<file path="src/rtl/spi_slave_frame_if.sv">
// SPI pins plus the register-wrapper side of the SPI slave frame decoder.
// The slave modport is the decoder's view; the master modport is the pad/wrapper side.
interface spi_slave_frame_if;
    logic       sclk;
    logic       cs_n;
    logic       mosi;
    logic       miso;
    logic       miso_oe;
    logic [6:0] reg_addr;
    logic       rw_out;
    logic       addr_dv;
    logic       rxdv;
    logic [7:0] rx_d;
    logic [7:0] tx_d;
    logic       tx_en;

    modport slave (
        input  sclk, cs_n, mosi, tx_d, tx_en,
        output miso, miso_oe, reg_addr, rw_out, addr_dv, rxdv, rx_d
    );

    modport master (
        output sclk, cs_n, mosi, tx_d, tx_en,
        input  miso, miso_oe, reg_addr, rw_out, addr_dv, rxdv, rx_d
    );
endinterface

</file>
<file path="src/rtl/spi_slave_frame.sv">
// SPI mode-0 slave front end: oversamples sclk/cs_n/mosi with clk and decodes
// one {rw, addr[6:0]} byte followed by one data byte per cs_n assertion.
// Write frames pulse rxdv with the data byte; read frames shift tx_d out on miso.
module spi_slave_frame #(
    parameter int SYNC_STAGES = 2
) (
    input  logic               clk,
    input  logic               reset_n,
    spi_slave_frame_if.slave   spi
);

    typedef enum logic [1:0] {
        IDLE,
        ADDR,
        DATA,
        DONE
    } state_t;

    // Synchroniser chains; cs_n idles high so its chain resets to all ones.
    logic [SYNC_STAGES-1:0] sclkSync_q;
    logic [SYNC_STAGES-1:0] csSync_q;
    logic [SYNC_STAGES-1:0] mosiSync_q;
    // Fills with ones after reset; its top bit marks when the chains hold real pin values.
    logic [SYNC_STAGES-1:0] primed_q;

    logic sclkSync;
    logic csSync;
    logic mosiSync;
    logic primed;
    logic sclkRise;
    logic sclkFall;
    logic [7:0] rxByte;

    state_t     state_q,    state_d;
    logic [2:0] bitCnt_q,   bitCnt_d;
    logic [7:0] rxShift_q,  rxShift_d;
    logic [7:0] txShift_q,  txShift_d;
    logic       txLoaded_q, txLoaded_d;
    logic [6:0] reg_addr_q, reg_addr_d;
    logic       rw_q,       rw_d;
    logic       addr_dv_q,  addr_dv_d;
    logic [7:0] rx_d_q,     rx_d_d;
    logic       rxdv_q,     rxdv_d;
    logic       miso_q,     miso_d;
    logic       sclkPrev_q, sclkPrev_d;
    logic       armed_q,    armed_d;

    assign sclkSync = sclkSync_q[SYNC_STAGES-1];
    assign csSync   = csSync_q[SYNC_STAGES-1];
    assign mosiSync = mosiSync_q[SYNC_STAGES-1];
    assign primed   = primed_q[SYNC_STAGES-1];

    assign sclkRise = sclkSync & ~sclkPrev_q;
    assign sclkFall = ~sclkSync & sclkPrev_q;
    assign rxByte   = {rxShift_q[6:0], mosiSync};

    assign spi.miso     = miso_q;
    assign spi.miso_oe  = ~csSync;
    assign spi.reg_addr = reg_addr_q;
    assign spi.rw_out   = rw_q;
    assign spi.addr_dv  = addr_dv_q;
    assign spi.rxdv     = rxdv_q;
    assign spi.rx_d     = rx_d_q;

    // Bring the asynchronous SPI pins into the clk domain through equal-depth chains
    // so mosi stays aligned with the sclk edge it belongs to.
    always_ff @(posedge clk or negedge reset_n) begin
        if (!reset_n) begin
            sclkSync_q <= '0;
            csSync_q   <= '1;
            mosiSync_q <= '0;
            primed_q   <= '0;
        end else begin
            sclkSync_q <= {sclkSync_q[SYNC_STAGES-2:0], spi.sclk};
            csSync_q   <= {csSync_q[SYNC_STAGES-2:0], spi.cs_n};
            mosiSync_q <= {mosiSync_q[SYNC_STAGES-2:0], spi.mosi};
            primed_q   <= {primed_q[SYNC_STAGES-2:0], 1'b1};
        end
    end

    // Frame state, shift registers and all registered outputs.
    always_ff @(posedge clk or negedge reset_n) begin
        if (!reset_n) begin
            state_q    <= IDLE;
            bitCnt_q   <= 3'd0;
            rxShift_q  <= 8'h00;
            txShift_q  <= 8'h00;
            txLoaded_q <= 1'b0;
            reg_addr_q <= 7'h00;
            rw_q       <= 1'b0;
            addr_dv_q  <= 1'b0;
            rx_d_q     <= 8'h00;
            rxdv_q     <= 1'b0;
            miso_q     <= 1'b0;
            sclkPrev_q <= 1'b0;
            armed_q    <= 1'b0;
        end else begin
            state_q    <= state_d;
            bitCnt_q   <= bitCnt_d;
            rxShift_q  <= rxShift_d;
            txShift_q  <= txShift_d;
            txLoaded_q <= txLoaded_d;
            reg_addr_q <= reg_addr_d;
            rw_q       <= rw_d;
            addr_dv_q  <= addr_dv_d;
            rx_d_q     <= rx_d_d;
            rxdv_q     <= rxdv_d;
            miso_q     <= miso_d;
            sclkPrev_q <= sclkPrev_d;
            armed_q    <= armed_d;
        end
    end

    // Next-state logic: byte decode per state, then cs_n release overrides everything.
    // armed_q blocks frame start after a reset until cs_n has been seen high, so a
    // frame already in progress at reset release is never partially decoded.
    // In a read data phase the fall right after the last address bit is skipped
    // (bitCnt_q == 0) because tx_d[7] must stay on miso for the first data rise.
    always_comb begin
        state_d    = state_q;
        bitCnt_d   = bitCnt_q;
        rxShift_d  = rxShift_q;
        txShift_d  = txShift_q;
        txLoaded_d = txLoaded_q;
        reg_addr_d = reg_addr_q;
        rw_d       = rw_q;
        addr_dv_d  = addr_dv_q;
        rx_d_d     = rx_d_q;
        rxdv_d     = 1'b0;
        miso_d     = miso_q;
        sclkPrev_d = sclkSync;
        armed_d    = armed_q | (primed & csSync);

        case (state_q)
            IDLE: begin
                bitCnt_d   = 3'd0;
                miso_d     = 1'b0;
                txLoaded_d = 1'b0;
                if (armed_q && !csSync) begin
                    state_d = ADDR;
                end
            end

            ADDR: begin
                if (sclkRise) begin
                    rxShift_d = rxByte;
                    bitCnt_d  = bitCnt_q + 3'd1;
                    if (bitCnt_q == 3'd7) begin
                        reg_addr_d = rxByte[6:0];
                        rw_d       = rxByte[7];
                        addr_dv_d  = 1'b1;
                        txShift_d  = 8'h00;
                        txLoaded_d = 1'b0;
                        state_d    = DATA;
                    end
                end
            end

            DATA: begin
                if (!rw_q) begin
                    if (sclkRise) begin
                        rxShift_d = rxByte;
                        bitCnt_d  = bitCnt_q + 3'd1;
                        if (bitCnt_q == 3'd7) begin
                            rx_d_d  = rxByte;
                            rxdv_d  = 1'b1;
                            state_d = DONE;
                        end
                    end
                end else begin
                    if (sclkRise) begin
                        if (!txLoaded_q) begin
                            txLoaded_d = 1'b1;
                            txShift_d  = 8'h00;
                            miso_d     = 1'b0;
                        end
                        bitCnt_d = bitCnt_q + 3'd1;
                        if (bitCnt_q == 3'd7) begin
                            miso_d  = 1'b0;
                            state_d = DONE;
                        end
                    end else if (!txLoaded_q && spi.tx_en) begin
                        txLoaded_d = 1'b1;
                        txShift_d  = spi.tx_d;
                        miso_d     = spi.tx_d[7];
                    end else if (sclkFall && txLoaded_q && (bitCnt_q != 3'd0)) begin
                        txShift_d = {txShift_q[6:0], 1'b0};
                        miso_d    = txShift_q[6];
                    end
                end
            end

            DONE: begin
                miso_d = 1'b0;
            end

            default: begin
                state_d = IDLE;
            end
        endcase

        if ((state_q != IDLE) && csSync) begin
            state_d    = IDLE;
            bitCnt_d   = 3'd0;
            addr_dv_d  = 1'b0;
            rw_d       = 1'b0;
            miso_d     = 1'b0;
            rxdv_d     = 1'b0;
            txLoaded_d = 1'b0;
        end
    end

endmodule
</file>
<file path="src/flat_wrapper.sv">
// flat-port wrapper written by rule: the top's interface ports become plain ports
module spi_slave_frame_flat 
#(
    parameter int SYNC_STAGES = 2
)
  (clk, reset_n, spi_sclk, spi_cs_n, spi_mosi, spi_tx_d, spi_tx_en, spi_miso, spi_miso_oe, spi_reg_addr, spi_rw_out, spi_addr_dv, spi_rxdv, spi_rx_d);
  spi_slave_frame_if spi_i ();
  input  logic clk;
  input  logic reset_n;
  input wire logic [$bits(spi_i.sclk)-1:0] spi_sclk;
  input wire logic [$bits(spi_i.cs_n)-1:0] spi_cs_n;
  input wire logic [$bits(spi_i.mosi)-1:0] spi_mosi;
  input wire logic [$bits(spi_i.tx_d)-1:0] spi_tx_d;
  input wire logic [$bits(spi_i.tx_en)-1:0] spi_tx_en;
  output wire logic [$bits(spi_i.miso)-1:0] spi_miso;
  output wire logic [$bits(spi_i.miso_oe)-1:0] spi_miso_oe;
  output wire logic [$bits(spi_i.reg_addr)-1:0] spi_reg_addr;
  output wire logic [$bits(spi_i.rw_out)-1:0] spi_rw_out;
  output wire logic [$bits(spi_i.addr_dv)-1:0] spi_addr_dv;
  output wire logic [$bits(spi_i.rxdv)-1:0] spi_rxdv;
  output wire logic [$bits(spi_i.rx_d)-1:0] spi_rx_d;
  assign spi_i.sclk = spi_sclk;
  assign spi_i.cs_n = spi_cs_n;
  assign spi_i.mosi = spi_mosi;
  assign spi_i.tx_d = spi_tx_d;
  assign spi_i.tx_en = spi_tx_en;
  assign spi_miso = spi_i.miso;
  assign spi_miso_oe = spi_i.miso_oe;
  assign spi_reg_addr = spi_i.reg_addr;
  assign spi_rw_out = spi_i.rw_out;
  assign spi_addr_dv = spi_i.addr_dv;
  assign spi_rxdv = spi_i.rxdv;
  assign spi_rx_d = spi_i.rx_d;
  spi_slave_frame #(.SYNC_STAGES(SYNC_STAGES)) u_core (.clk(clk), .reset_n(reset_n), .spi(spi_i));
endmodule
</file>
<file path="config.mk">
export PLATFORM = sky130hd
export DESIGN_NAME = spi_slave_frame_flat
export DESIGN_NICKNAME = d
export VERILOG_FILES = /design/src/rtl/spi_slave_frame_if.sv /design/src/rtl/spi_slave_frame.sv /design/src/flat_wrapper.sv
export SDC_FILE = /design/constraint.sdc
export NUM_CORES = 1
export LEC_CHECK = 0
export BUFFER_PORTS_ARGS = -buffer_cell sky130_fd_sc_hd__buf_2
export CAP_MARGIN = 0
export CELL_PAD_IN_SITES_DETAIL_PLACEMENT = 0
export CELL_PAD_IN_SITES_GLOBAL_PLACEMENT = 2
export CORE_MARGIN = 8
export CORE_UTILIZATION = 35
export CTS_BUF_LIST = sky130_fd_sc_hd__clkbuf_4 sky130_fd_sc_hd__clkbuf_8
export DETAILED_ROUTE_END_ITERATION = 12
export PLACE_DENSITY_LB_ADDON = 0.1
export SYNTH_ARGS = -nofsm -noshare
export SYNTH_HDL_FRONTEND = slang
export SYNTH_SLANG_ARGS = --single-unit
export TNS_END_PERCENT = 20
</file>
<file path="constraint.sdc">
create_clock -name clk -period 1.9 [get_ports clk]
set_clock_uncertainty 0.05 [all_clocks]
set_input_delay 0.095 -clock clk [delete_from_list [all_inputs] [get_ports clk]]
set_output_delay 0.095 -clock clk [all_outputs]
set_load 0.05 [all_outputs]
</file>
==> results_dict.tcl <==
set metrics [dict create \
    hold_class "primary input to flop" \
    count_of_different_cell_masters_after_synthesis 32 \
    cp-start-kind "flop" \
    track_usage_pct 10.8 \
    grt_overflow_total 0 \
    drt_drc_violations_left 0 \
    number_of_antenna_violations_at_the_first_check_in_global_routing 0 \
    cts_bufs_inserted 5 \
    wl_per_cell_um 14.7 \
    postSynthNetCount 196 \
    run_status "finished with violations" \
    postSynthRegisterBits 49 \
    synth-compound-area-share_pct 9.94 \
    num_rows 28 \
    cts_tree "yes" \
    antenna_violating_nets_post_route 0 \
    synthToLayoutAreaGrowth_pct 27.8 \
    first_global_vias 1573 \
    core_area_um2 5890 \
    clock_sinks 49 \
    whs_path_depth 3 \
    synth.cell_area_um2 2110 \
    cap_violations 0 \
    synthXorXnorAreaFrac_pct 0 \
    final_cell_mix "sky130_fd_sc_hd__dfrtp_1, sky130_fd_sc_hd__buf_2, sky130_fd_sc_hd__mux2_2, sky130_fd_sc_hd__nor2_1, sky130_fd_sc_hd__buf_4" \
    critPathRequiredTime_ps 2070 \
    reg2reg_setup_slack_ps -40 \
    fin_crit_ps 1940 \
    drt_total_wl_um 4570 \
    path_clk_slew_ps 90 \
    totalNegativeSetupSlack_ps -220 \
    input_output_buffers 33 \
    initial_core_util_pct 35.9 \
    maxClockFrequency_mhz 514 \
    layout_commonest_cell "sky130_fd_sc_hd__dfrtp_1" \
    crit_path_top_delay_cell "sky130_fd_sc_hd__a2111o_1" \
    utilization_pct 45.9 \
    cts_buffer_depth 2 \
    failing_checks "setup timing" \
    critical_path_class "flop to flop" \
    postSynthCellCount 174 \
    filler_cell_count 564 \
    grt_setup_unrepaired "yes" \
    crit_path_max_incr_delay_ps 490 \
    fraction_of_layout_instances_using_a_drive_strength_above_1_pct 40.9 \
    ys.warnings.count 0 \
    r2r-end "u_core.txShift_q[6]$_DFFE_PN0P_" \
    dr.first_iter.drc_count 53 \
    synthMuxAreaShare_pct 15.3 \
    rd_place_congestion 0.817 \
    cts_root_buffer "sky130_fd_sc_hd__clkbuf_8" \
    final.period_utilization_pct 102 \
    peak_fanout_along_the_critical_path 7 \
    power.density_cell_area_nw_per_um2 1170 \
    detailedPlacementHpwl_um 3420 \
    synth_area_per_cell_um2 12.2 \
    asyncSetResetFlopFracSynth_pct 100 \
    holdPathEnd "u_core.txShift_q[5]$_DFFE_PN0P_" \
    synthSimpleGateAreaFrac_pct 8.93 \
    whs_ps 20.7 \
    grt_first_pass_wirelength_um 7560 \
    grt_start_max_net_pins 28 \
    synth_ff_type "sky130_fd_sc_hd__dfrtp_1" \
    die_outline_area_um2 8780 \
    worst_pin_slew_ps 543 \
    r2r.worst_path.cells 6 \
    n_antenna_cell 0 \
    routed_via_density 4.92 \
    hold_path_startpoint "spi_tx_d[5]" \
    final-setup-viol-count 8 \
    critPathCaptureType "flop" \
    synth-edff-count 0 \
    post-synth-top-area-fraction_pct 55.6 \
    ios 34 \
    y_dimension_of_the_die_um 93.7 \
    regToRegStartpoint "u_core.bitCnt_q[0]$_DFFE_PN0P_" \
    synth_top_family_by_area "multiplexers" \
    yosys.area_share.adder_pct 4.73 \
    fin_nets 256 \
    total_iterations_of_the_first_detailed_routing_run 4 \
    worst_slack_ps -43.9 \
    critical-path-top-delay-family "compound AO/OA/AOI/OAI gates" \
    max-slew-margin-rel_pct 63.8 \
    die_w_um 93.7 \
    post-synth-top-area-cell "sky130_fd_sc_hd__dfrtp_1" \
    power.leakage_nw 1.33 \
    critPathArrivalTime_ps 2110 \
    synth_seq_area_share_pct 58.1 \
    later_pin_clock_latency_in_the_skew_report_ps 290 \
    post_synth_main_area_contributors "sky130_fd_sc_hd__dfrtp_1, sky130_fd_sc_hd__mux2_2, sky130_fd_sc_hd__ha_1, sky130_fd_sc_hd__a21oi_1, sky130_fd_sc_hd__dfstp_2" \
    critical_path.n_buffers_inverters 1 \
    timing.final.max_slew_violations 0 \
    routed_via_count 1526 \
    cp_cell_sequence "inv_2 -> ha_2 -> nor2b_4 -> or4_4 -> a2111o_1 -> o22ai_1" \
    ir_drop_uv 620 \
    htreeDepth 2 \
    final_hold_viol_count 0 \
]
==> worst min-delay path: cells and delay by family <==
family / cells / cell delay [ps]
AOI/OAI and AO/OA: 2 / 150
buffers and inverters: 1 / 80
==> stage by stage <==
stage / area [um^2] / power [mW] / std cells / worst slack [ps]
2_1_floorplan: 2120 / 1.97 / 174 / 32.7
3_3_place_gp: 2500 / 2.33 / 296 / -20.1
3_5_place_dp: 2500 / 2.36 / 296 / -85.7
4_1_cts: 2680 / 3.17 / 309 / -75.5
5_1_grt: 2700 / 3.35 / 310 / -151
6_report: 2700 / 3.17 / 310 / -43.9
==> cell usage after synthesis, types with 7 or more instances <==
cell type,instances
sky130_fd_sc_hd__a21oi_1,12
sky130_fd_sc_hd__ha_1,8
sky130_fd_sc_hd__o22ai_1,7
sky130_fd_sc_hd__nand2_1,9
sky130_fd_sc_hd__inv_1,14
sky130_fd_sc_hd__dfrtp_1,47
sky130_fd_sc_hd__nor2_1,14
sky130_fd_sc_hd__mux2_2,26
==> cells by family (layout without fill, tap and decap cells) <==
group / count (synthesis) / in the layout
other: 1 / 1
AND/OR/NAND/NOR: 39 / 39
adder cells (fa/ha/maj): 8 / 8
AO/OA/AOI/OAI: 32 / 32
flip-flops: 49 / 49
buffers and inverters: 16 / 77
multiplexers: 29 / 29
==> routing by layer <==
layer	global-route usage [%]	part of all wire [%]	vias to the layer above	routed length (um)
met5	0	0	-	0
met4	3.17	1.1	0	50
met3	3.12	5.0	6	227
met2	17.4	48	31	2210
met1	13.8	46	757	2080
li1	-	-	732	-
==> worst max path at each step <==
stage | slack [ps] | cells past startpoint | start | end
after floorplan | 30 | 4 | u_core.spi.rw_out$_DFFE_PN0P_ | u_core.txShift_q[0]$_DFFE_PN0P_
after global placement | -20 | 6 | u_core.bitCnt_q[0]$_DFFE_PN0P_ | u_core.txShift_q[2]$_DFFE_PN0P_
after detailed placement | -90 | 6 | u_core.bitCnt_q[0]$_DFFE_PN0P_ | u_core.txShift_q[4]$_DFFE_PN0P_
after CTS | -80 | 6 | u_core.bitCnt_q[0]$_DFFE_PN0P_ | u_core.txShift_q[4]$_DFFE_PN0P_
after global routing | -150 | 6 | u_core.bitCnt_q[0]$_DFFE_PN0P_ | u_core.txShift_q[6]$_DFFE_PN0P_
final | -40 | 6 | u_core.bitCnt_q[0]$_DFFE_PN0P_ | u_core.txShift_q[6]$_DFFE_PN0P_
==> state kept, by name, indices dropped and copies added (netlist names) <==
register             cells
u_core.armed_q           1
u_core.spi.rxdv          1
u_core.spi.rw_out        1
u_core.spi.miso          1
u_core.txShift_q         7
u_core.spi.rx_d          8
u_core.spi.reg_addr      7
u_core.spi.addr_dv       1
u_core.sclkPrev_q        1
u_core.mosiSync_q        2
u_core.txLoaded_q        1
u_core.rxShift_q         7
u_core.sclkSync_q        2
u_core.bitCnt_q          3
u_core.primed_q          2
u_core.state_q           2
u_core.csSync_q          2
==> cell type report <==
| cell class | count | area (um^2) | share of cell area [%] |
|---|---|---|---|
| Clock inverter | 2 | 38.8 | 1.44 |
| Sequential cell | 49 | 1230 | 45.5 |
| Clock buffer | 6 | 76.3 | 2.83 |
| Multi-Input combinational cell | 109 | 855 | 31.6 |
| Timing Repair Buffer | 54 | 352 | 13.0 |
| Inverter | 15 | 56.3 | 2.08 |
| Tap cell | 75 | 93.8 | 3.47 |
==> timing repair <==
item | 4_1_cts | 5_1_grt
hold buffers | 5 | 0
gates resized for setup | 5 | 4
hold endpoints to repair | 24 | 0
endpoints found under the setup margin | 9 | 28
pin swaps | 3 | 6
setup buffers | 0 | 1
==> where the power goes <==
part	internal (mW)	switching, mW	leakage, nW
Clock	0.410	0.337	0.0588
Sequential	1.18	0.116	0.638
Combinational	0.501	0.623	0.631
Total	2.09	1.08	1.33
(Power assumes the default switching activity.)
